--- config.mk ---
export PLATFORM = sky130hd
export DESIGN_NAME = teclado
export DESIGN_NICKNAME = d
export VERILOG_FILES = /design/src/rtl/teclado_pkg.sv /design/src/rtl/teclado_debounce.sv /design/src/rtl/teclado.sv
export SDC_FILE = /design/constraint.sdc
export NUM_CORES = 1
export LEC_CHECK = 0
export ABC_AREA = 1
export CORE_UTILIZATION = 59
export CTS_BUF_LIST = sky130_fd_sc_hd__clkbuf_4
export CTS_CLUSTER_SIZE = 8
export DETAILED_ROUTE_END_ITERATION = 6
export HOLD_SLACK_MARGIN = 0.15
export PLACE_DENSITY_LB_ADDON = 0.2
export SYNTH_ARGS = -nofsm -noshare
export SYNTH_HDL_FRONTEND = slang
export SYNTH_SLANG_ARGS = --single-unit
--- constraint.sdc ---
create_clock -name clk -period 2 [get_ports clk]
set_input_delay 0.2 -clock clk [delete_from_list [all_inputs] [get_ports clk]]
set_output_delay 0.2 -clock clk [all_outputs]
set_load 0.01 [all_outputs]
--- src/rtl/teclado_pkg.sv ---
// teclado_pkg: shared FSM state type, key-code table and row helpers for the teclado keypad scanner.
// Contents: state_t, IDLE_ROWS, KEY_MAP, one_low(), low_index(), row_mask(), key_code().
package teclado_pkg;

    typedef enum logic [1:0] {SCAN, DEBOUNCE, EMIT, RELEASE} state_t;

    localparam logic [3:0] IDLE_ROWS = 4'b1111;

    // Entry {row, col} (both zero-based) gives the code; * = E, # = F.
    localparam logic [0:15][3:0] KEY_MAP = {
        4'h1, 4'h2, 4'h3, 4'hA,
        4'h4, 4'h5, 4'h6, 4'hB,
        4'h7, 4'h8, 4'h9, 4'hC,
        4'hE, 4'h0, 4'hF, 4'hD
    };

    // True when exactly one row line is pulled low.
    function automatic logic one_low(input logic [3:0] rows);
        logic [3:0] low;
        low = ~rows;
        return low != 4'd0 && (low & (low - 4'd1)) == 4'd0;
    endfunction

    function automatic logic [1:0] low_index(input logic [3:0] rows);
        return !rows[0] ? 2'd0 : !rows[1] ? 2'd1 : !rows[2] ? 2'd2 : 2'd3;
    endfunction

    function automatic logic [3:0] row_mask(input logic [1:0] row);
        return ~(4'b0001 << row);
    endfunction

    function automatic logic [3:0] key_code(input logic [1:0] row, input logic [1:0] col);
        return KEY_MAP[{row, col}];
    endfunction

endpackage

--- src/rtl/teclado_debounce.sv ---
// teclado_debounce: consecutive-match counter shared by press and release qualification.
// Ports: clk, reset (sync, active-high), clear (restart count), match (condition sampled this cycle),
//        stable (match has held for DEBOUNCE_CYCLES consecutive cycles, this one included).
module teclado_debounce #(
    parameter int DEBOUNCE_CYCLES = 4
) (
    input  logic clk,
    input  logic reset,
    input  logic clear,
    input  logic match,
    output logic stable
);

    localparam logic [7:0] LAST = 8'(DEBOUNCE_CYCLES - 1);

    // cnt holds the number of consecutive earlier matching cycles, saturating at LAST.
    logic [7:0] cnt;

    assign stable = match && cnt == LAST;

    always_ff @(posedge clk) begin
        if (reset || clear || !match) cnt <= '0;
        else if (cnt != LAST) cnt <= cnt + 8'd1;
    end

endmodule

--- src/rtl/teclado.sv ---
// teclado: 4x4 matrix keypad scanner with press/release debounce and a one-cycle key strobe.
// Ports: clk, reset (sync, active-high), linhas[4:1] (rows, active-low), colunas[4:1] (one-hot-low
//        column drive), numero[4:1] (last accepted key code), insere (one-cycle new-key strobe).
// Macro TECLADO_DEBOUNCE_EN: when defined, presses and releases are debounced over DEBOUNCE_CYCLES;
//        otherwise a detected key is emitted at once and release ends on the first idle sample.
module teclado
    import teclado_pkg::*;
#(
    parameter int SCAN_CYCLES     = 2,
    parameter int DEBOUNCE_CYCLES = 4
) (
    input  logic       clk,
    input  logic       reset,
    input  logic [4:1] linhas,
    output logic [4:1] colunas,
    output logic [4:1] numero,
    output logic       insere
);

`ifdef TECLADO_DEBOUNCE_EN
    localparam bit DEBOUNCE_EN = 1'b1;
`else
    localparam bit DEBOUNCE_EN = 1'b0;
`endif

    state_t     state;
    logic [1:0] col;
    logic [1:0] row;
    logic [3:0] scan_cnt;
    logic       scan_done;
    logic       hit;
    logic       same;
    logic       idle;
    logic       match;
    logic       clear;
    logic       stable;

    assign scan_done = scan_cnt == 4'(SCAN_CYCLES - 1);
    assign hit       = scan_done && one_low(linhas);
    assign same      = linhas == row_mask(row);
    assign idle      = linhas == IDLE_ROWS;
    assign colunas   = ~(4'b0001 << col);
    assign match     = state == DEBOUNCE ? same : state == RELEASE && idle;
    assign clear     = state == SCAN || state == EMIT;

    teclado_debounce #(
        .DEBOUNCE_CYCLES(DEBOUNCE_CYCLES)
    ) u_debounce (
        .clk   (clk),
        .reset (reset),
        .clear (clear),
        .match (match),
        .stable(stable)
    );

    always_ff @(posedge clk) begin
        if (reset) begin
            state    <= SCAN;
            col      <= '0;
            row      <= '0;
            scan_cnt <= '0;
            numero   <= '0;
            insere   <= 1'b0;
        end else begin
            insere <= 1'b0;
            case (state)
                SCAN: begin
                    scan_cnt <= scan_done ? 4'd0 : scan_cnt + 4'd1;
                    if (hit) begin
                        row <= low_index(linhas);
                        if (DEBOUNCE_EN) begin
                            state <= DEBOUNCE;
                        end else begin
                            state  <= EMIT;
                            insere <= 1'b1;
                            numero <= key_code(low_index(linhas), col);
                        end
                    end else if (scan_done) begin
                        col <= col + 2'd1;
                    end
                end
                DEBOUNCE: begin
                    if (!same) begin
                        state <= SCAN;
                        col   <= col + 2'd1;
                    end else if (stable) begin
                        state  <= EMIT;
                        insere <= 1'b1;
                        numero <= key_code(row, col);
                    end
                end
                EMIT: state <= RELEASE;
                RELEASE: begin
                    // Column stays frozen until the key is let go.
                    if (DEBOUNCE_EN ? stable : idle) begin
                        state <= SCAN;
                        col   <= col + 2'd1;
                    end
                end
                default: state <= SCAN;
            endcase
        end
    end

endmodule
## Word-level counts from Yosys, hierarchy flattened

Memories as Yosys holds them, arrays and structs flattened.
Cells that the tools add are included.

- Add/sub/neg operators: 4
- Multipliers: 0
- Div/mod/pow operators: 0
- Order comparisons: 2
- Equality and inequality tests: 16
- Shift-type cells: 2
- Multiplexer cells: 27
- Bitwise operators: 6
- Reductions and logical operators: 17

Operators by type and width:

| kind | count |
|---|---|
| 4-bit 2-to-1 mux | 8 |
| 2-bit 2-to-1 mux | 10 |
| 2-bit inequality test, second input constant | 7 |
| 4-bit NOT | 3 |
| 5-bit greater-or-equal comparator, second input constant | 2 |
| 4-bit NOT with 5-bit output | 2 |
| 8-bit by 1-bit adder with 8-bit output, second input constant | 1 |
| 8-bit by 2-bit == test with 1-bit output, second input constant | 1 |
| 8-bit by 2-bit inequality test with 1-bit output, second input constant | 1 |
| 2-bit case mux with 4 select lines | 1 |
| 4-bit case mux with 2 select lines | 1 |
| 1-bit by 2-bit left shift with 4-bit output, first input constant | 2 |
| 2-bit case mux with 3 select lines | 1 |
| 1-bit 2-to-1 mux | 5 |
| 5-bit AND reduction | 1 |
| 4-bit by 1-bit adder with 4-bit output, second input constant | 1 |
| 4-bit bitwise AND | 1 |
| 2-bit == test, second input constant | 2 |
| 4-bit by 1-bit == test with 1-bit output, second input constant | 1 |
| 4-bit == test | 1 |
| 4-bit == test, second input constant | 1 |
| 1-bit logical AND | 4 |
| 4-bit zero test | 1 |
| 4-bit AND reduction | 1 |
| other kinds (13) | 15 |

- Register bits: 23
- Bits in latches: 0
- Bits in writable memories: 0
- Bits in read-only memories: 128
- Input port bits: 6
- Output and inout bits: 9
- Word-level logic and storage cells: 83
- Memories: 2

Memory list:

| memory | words | width | rd ports | clocked after memory_dff | wr ports | line | source |
|---|---|---|---|---|---|---|---|
| (name not given) | 16 | 4 | 1 | 0 | 0 | teclado_pkg.sv:33 | `return KEY_MAP[{row, col}];` |
| (name not given) | 16 | 4 | 1 | 0 | 0 | teclado_pkg.sv:33 |  |

## Longest topological paths before layout

- Word-level depth: 9
- Gate-level depth with buffers: 12

## Cells and area by module

From an unflattened synthesis, not the netlist that was laid out.

- Cell total of the unflattened synthesis: 246
- Area, all modules: 1,612.8 sq um

By module, submodules not included:

| module | instances | cells each | area each (sq um) |
|---|---|---|---|
| teclado | 1 | 180 | 1,131.1 |
| teclado_debounce | 1 | 66 | 481.7 |

## Least setup slack after synthesis

Ideal clock, no wire load.

- Path type: reg-to-reg
- Start: reg col[0]
- End: reg numero[3] (netlist bit)
- Setup time: 64 ps
- Arrival: 1,405 ps
- Data required time: 1,936 ps
- Path slack: 532 ps
- Cell stages (with the launch flop): 9
- Buffers on the path: 0
- Clock period less this slack: 1,468 ps
- Cell sequence: dfxtp_1 > inv_1 > ha_1 > o21ai_0 > nand2_1 > nand3_1 > a21boi_0 > a21oi_1 > nor2_1

- Longest elaborated chain between the ends: 7
- Elaborated cells between the ends (all ways): 12

RTL lines:

| what | line | source |
|---|---|---|
| from (decl) | teclado.sv:27 | `logic [1:0] col;` |
| from (signal assigned) | teclado.sv:79 | `col <= col + 2'd1;` |
| from (signal assigned) | teclado.sv:85 | `col <= col + 2'd1;` |
| from (signal assigned) | teclado.sv:97 | `col <= col + 2'd1;` |
| 4-bit NOT with 5-bit output (not written as such) | teclado_pkg.sv:33 |  |
| memory read 16 x 4 bit | -- |  |
| 4-bit 2-to-1 mux (not written as such) (2 in a row) | teclado_pkg.sv:33 |  |
| 4-bit 2-to-1 mux | teclado.sv:86 | `end else if (stable) begin` |
| 4-bit 2-to-1 mux | teclado.sv:83 | `if (!same) begin` |
| 4-bit case mux with 2 select lines (*) | teclado.sv:66 | `case (state)` |
| to (signal assigned) | teclado.sv:76 | `numero <= key_code(low_index(linhas), col);` |
| to (signal assigned) | teclado.sv:89 | `numero <= key_code(row, col);` |
| to (decl) | teclado.sv:16 | `output logic [4:1] numero,` |

Mark *: on every way between the ends. The rest lies on a longest branch, timed or not. The select of a mux whose other input is x is not followed.
A chain may end at the register's enable or synchronous reset.

## Worst setup path in the final report

- Start: reg col[0]
- End: out colunas[1] (netlist bit)

- Longest elaborated chain between the ends: 2

RTL lines:

| what | line | source |
|---|---|---|
| 1-bit by 2-bit left shift with 4-bit output | teclado.sv:42 | `assign colunas = ~(4'b0001 << col);` |
| 4-bit NOT | teclado.sv:42 |  |
| to (decl) | teclado.sv:15 | `output logic [4:1] colunas,` |

No other way between the ends.

==> flow_summary.json <==
{
  "clkLatencyLatePin_ns": 0.32,
  "dpl.hpwl_um": 2300,
  "syn_area_um2": 1510,
  "cp.arrival_ns": 1.70,
  "clk_pin_slew_worst_paths_ns": 0.13,
  "yosys-top-cells-area": "dfxtp_1, nand2_1, inv_1",
  "clockBufferDepth": 2,
  "initial_core_util": 0.650,
  "min_period_ns": 1.90,
  "yosysTopAreaCellShare": 0.306,
  "synth_nets": 248,
  "setup_viol": 0,
  "p_leak_uw": 0.000745,
  "peakVddDrop_uv": 634,
  "numCtsBuffers": 3,
  "tns_ns": 0,
  "n_antenna_cell": 0,
  "num-nets-final": 265,
  "grt_pass1_vias": 1289,
  "worst_pin_slew_ns": 0.465,
  "yosysUniqueCellTypes": 28,
  "r2r_start": "col[0]",
  "synth-edff-count": 0,
  "worstSetupEndpointType": "primary output",
  "ys.flop_type": "dfxtp_1",
  "cts_sinks": 23,
  "path_class": "reg -> out",
  "routed_wl_um": 3060,
  "synth-async-reset-ratio": 0,
  "grt_max_degree": 14,
  "p_per_area_nw_per_um2": 693,
  "swShare": 0.372,
  "max-slew-margin-rel": 0.689,
  "switchingPower_uw": 441,
  "synthTopCellsByCount": "nand2_1, inv_1, nor2_1",
  "root_buffer": "clkbuf_4",
  "r2r_cells": 9,
  "ctsHoldBuffers": 0,
  "grt_pass1_wl_um": 5320,
  "vias_per_cell": 5.38,
  "p_int_uw": 743,
  "path_max_fanout": 7,
  "chipHeight_um": 52.5,
  "multi_input_area_um2": 886,
  "crit_slowest_cell": "clkdlybuf4s50_1",
  "die_w_um": 52.5,
  "area_growth_pct": 13.4,
  "fill_cells": 193,
  "antenna_found_initial": 0,
  "clock_skew_ns": 0.00314,
  "wire_per_inst_um": 11.0,
  "regArea_um2": 465,
  "fin_util": 0.737,
  "netlist_instances": 235,
  "portBuffers": 14,
  "rsz0062_at_grt": "false",
  "p_comb_frac": 0.352,
  "crit_chain": "clkinvlp_4 -> ha_1 -> inv_1 -> clkdlybuf4s50_1",
  "io_pins": 15,
  "ys_ff_latch": 23,
  "critPathTopFamily": "buffers and inverters",
  "htree_levels": 1,
  "max_stage_delay_ns": 0.52,
  "grtUsageTotal": 0.258,
  "r2r-end": "numero[3]",
  "worstHoldPathCells": 1,
  "required_ns": 1.80,
  "pre_cts_slack_ns": 0.107,
  "hold_viol": 0,
  "gr-total-overflow": 0,
  "rows": 17,
  "slew_violations": 0,
  "gp_congestion": 0.910,
  "antenna_left": 0,
  "yosysTopAreaCell": "dfxtp_1",
  "fin_ws_ns": 0.105,
  "r2r_setup_slack_ns": 0.29,
  "clock_power_share": 0.191,
  "dieArea_um2": 2760,
  "vias": 1501,
  "synth_area_per_cell_um2": 6.41,
  "synth.most_common_cell": "nand2_1",
  "drive_gt1_frac": 0.0837,
  "hold_path_class": "reg -> reg",
  "yosysWarningCount": 0,
  "worstHoldEndpoint": "scan_cnt[3]",
  "cts_tree": "done",
  "drt_iter0_drc": 66,
  "route.detailed.drc": 0,
  "fmax_mhz": 528,
  "min-delay-start": "scan_cnt[3]",
  "worstSetupStartpointType": "flop",
  "path_buf_inv": 3,
  "ys_seq_area_frac": 0.306,
  "maxCapViolCount": 0,
  "status": "finished, final reports clean",
  "period_share": 0.948,
  "firstDrtPassIters": 4,
  "seqPwrFrac": 0.457,
  "core_region_area_um2": 2320
}
==> registers in the layout, summed over array words and instances (netlist names) <==
register / count
numero: 4
col: 2
state: 2
insere: 1
u_debounce.cnt: 8
row: 2
scan_cnt: 4
==> how the worst max path moves through the flow <==
stage | from | cells after the start | endpoint | slack [ns]
after CTS | col[0] | 4 | colunas[1] | 0.05
final | col[0] | 4 | colunas[1] | 0.10
after floorplan | col[0] | 8 | numero[3] | 0.53
after global routing | col[0] | 4 | colunas[1] | 0.05
after detailed placement | linhas[2] | 8 | col[0] | 0.11
after global placement | linhas[2] | 8 | numero[4] | 0.17
==> logic make-up after synthesis <==
kind of cell,after synthesis,share of synthesized area
AOI/OAI and AO/OA,42,0.146
xor gates and xnor gates,2,0.0116
adders and majority gates,7,0.0581
buffers and inverters,40,0.106
DFF,23,0.306
and+or+nand+nor,121,0.372
==> metrics by stage <==
stage	total power (uW)	hold slack (ns)	instances	area (um^2)
3_3_place_gp	942	0.443	274	1660
3_5_place_dp	944	0.453	274	1660
4_1_cts	1170	0.474	278	1690
2_1_floorplan	809	0.269	235	1510
6_report	1180	0.471	279	1710
5_1_grt	1280	0.497	279	1710
==> power groups by stage <==
stage / Clock (uW) / Sequential [uW] / Combinational [uW]
finish: 226 / 541 / 417
global route: 245 / 549 / 483
CTS: 229 / 535 / 402
detailed placement: 0 / 544 / 400
global placement: 0 / 545 / 397
floorplan: 0 / 532 / 277
==> layout by cell type, fill, tap and decap left out, drive strengths merged <==
cell type and instances:
clkbuf 3, nor3 3, xor2 1, nand2 62, ha 7, inv 35
nor3b 3, o21ai 18, nor4 1, a21oi 20, clkinv 1, o221ai 1
dfxtp 23, a21boi 1, xnor2 1, nor2 31, clkinvlp 1, nand4 2
a211oi 1, nand3 19, buf 2, a31oi 1, clkdlybuf4s50 14
==> repair_timing <==
action                     CTS  global route
setup endpoints to repair    2             2
buffers inserted             0             1
gates resized for setup      1             3
==> routing by layer <==
metal | vias up | track usage | wire length (um) | part of all wire
li1 | 785 | - | - | -
met1 | 647 | 0.345 | 1440 | 0.47
met2 | 63 | 0.420 | 1370 | 0.45
met3 | 6 | 0.0435 | 222 | 0.073
met4 | 0 | 0.0746 | 34 | 0.011
met5 | - | 0 | 0 | 0
==> final cells by class <==
cell class	instances	share of cell area
Inverter	36	0.0813
Multi-Input combinational cell	172	0.519
Sequential cell	23	0.273
Tap cell	28	0.0205
Timing Repair Buffer	16	0.0908
Clock buffer	3	0.0132
Clock inverter	1	0.00293
Note: power is estimated with default switching activity, not from simulation.
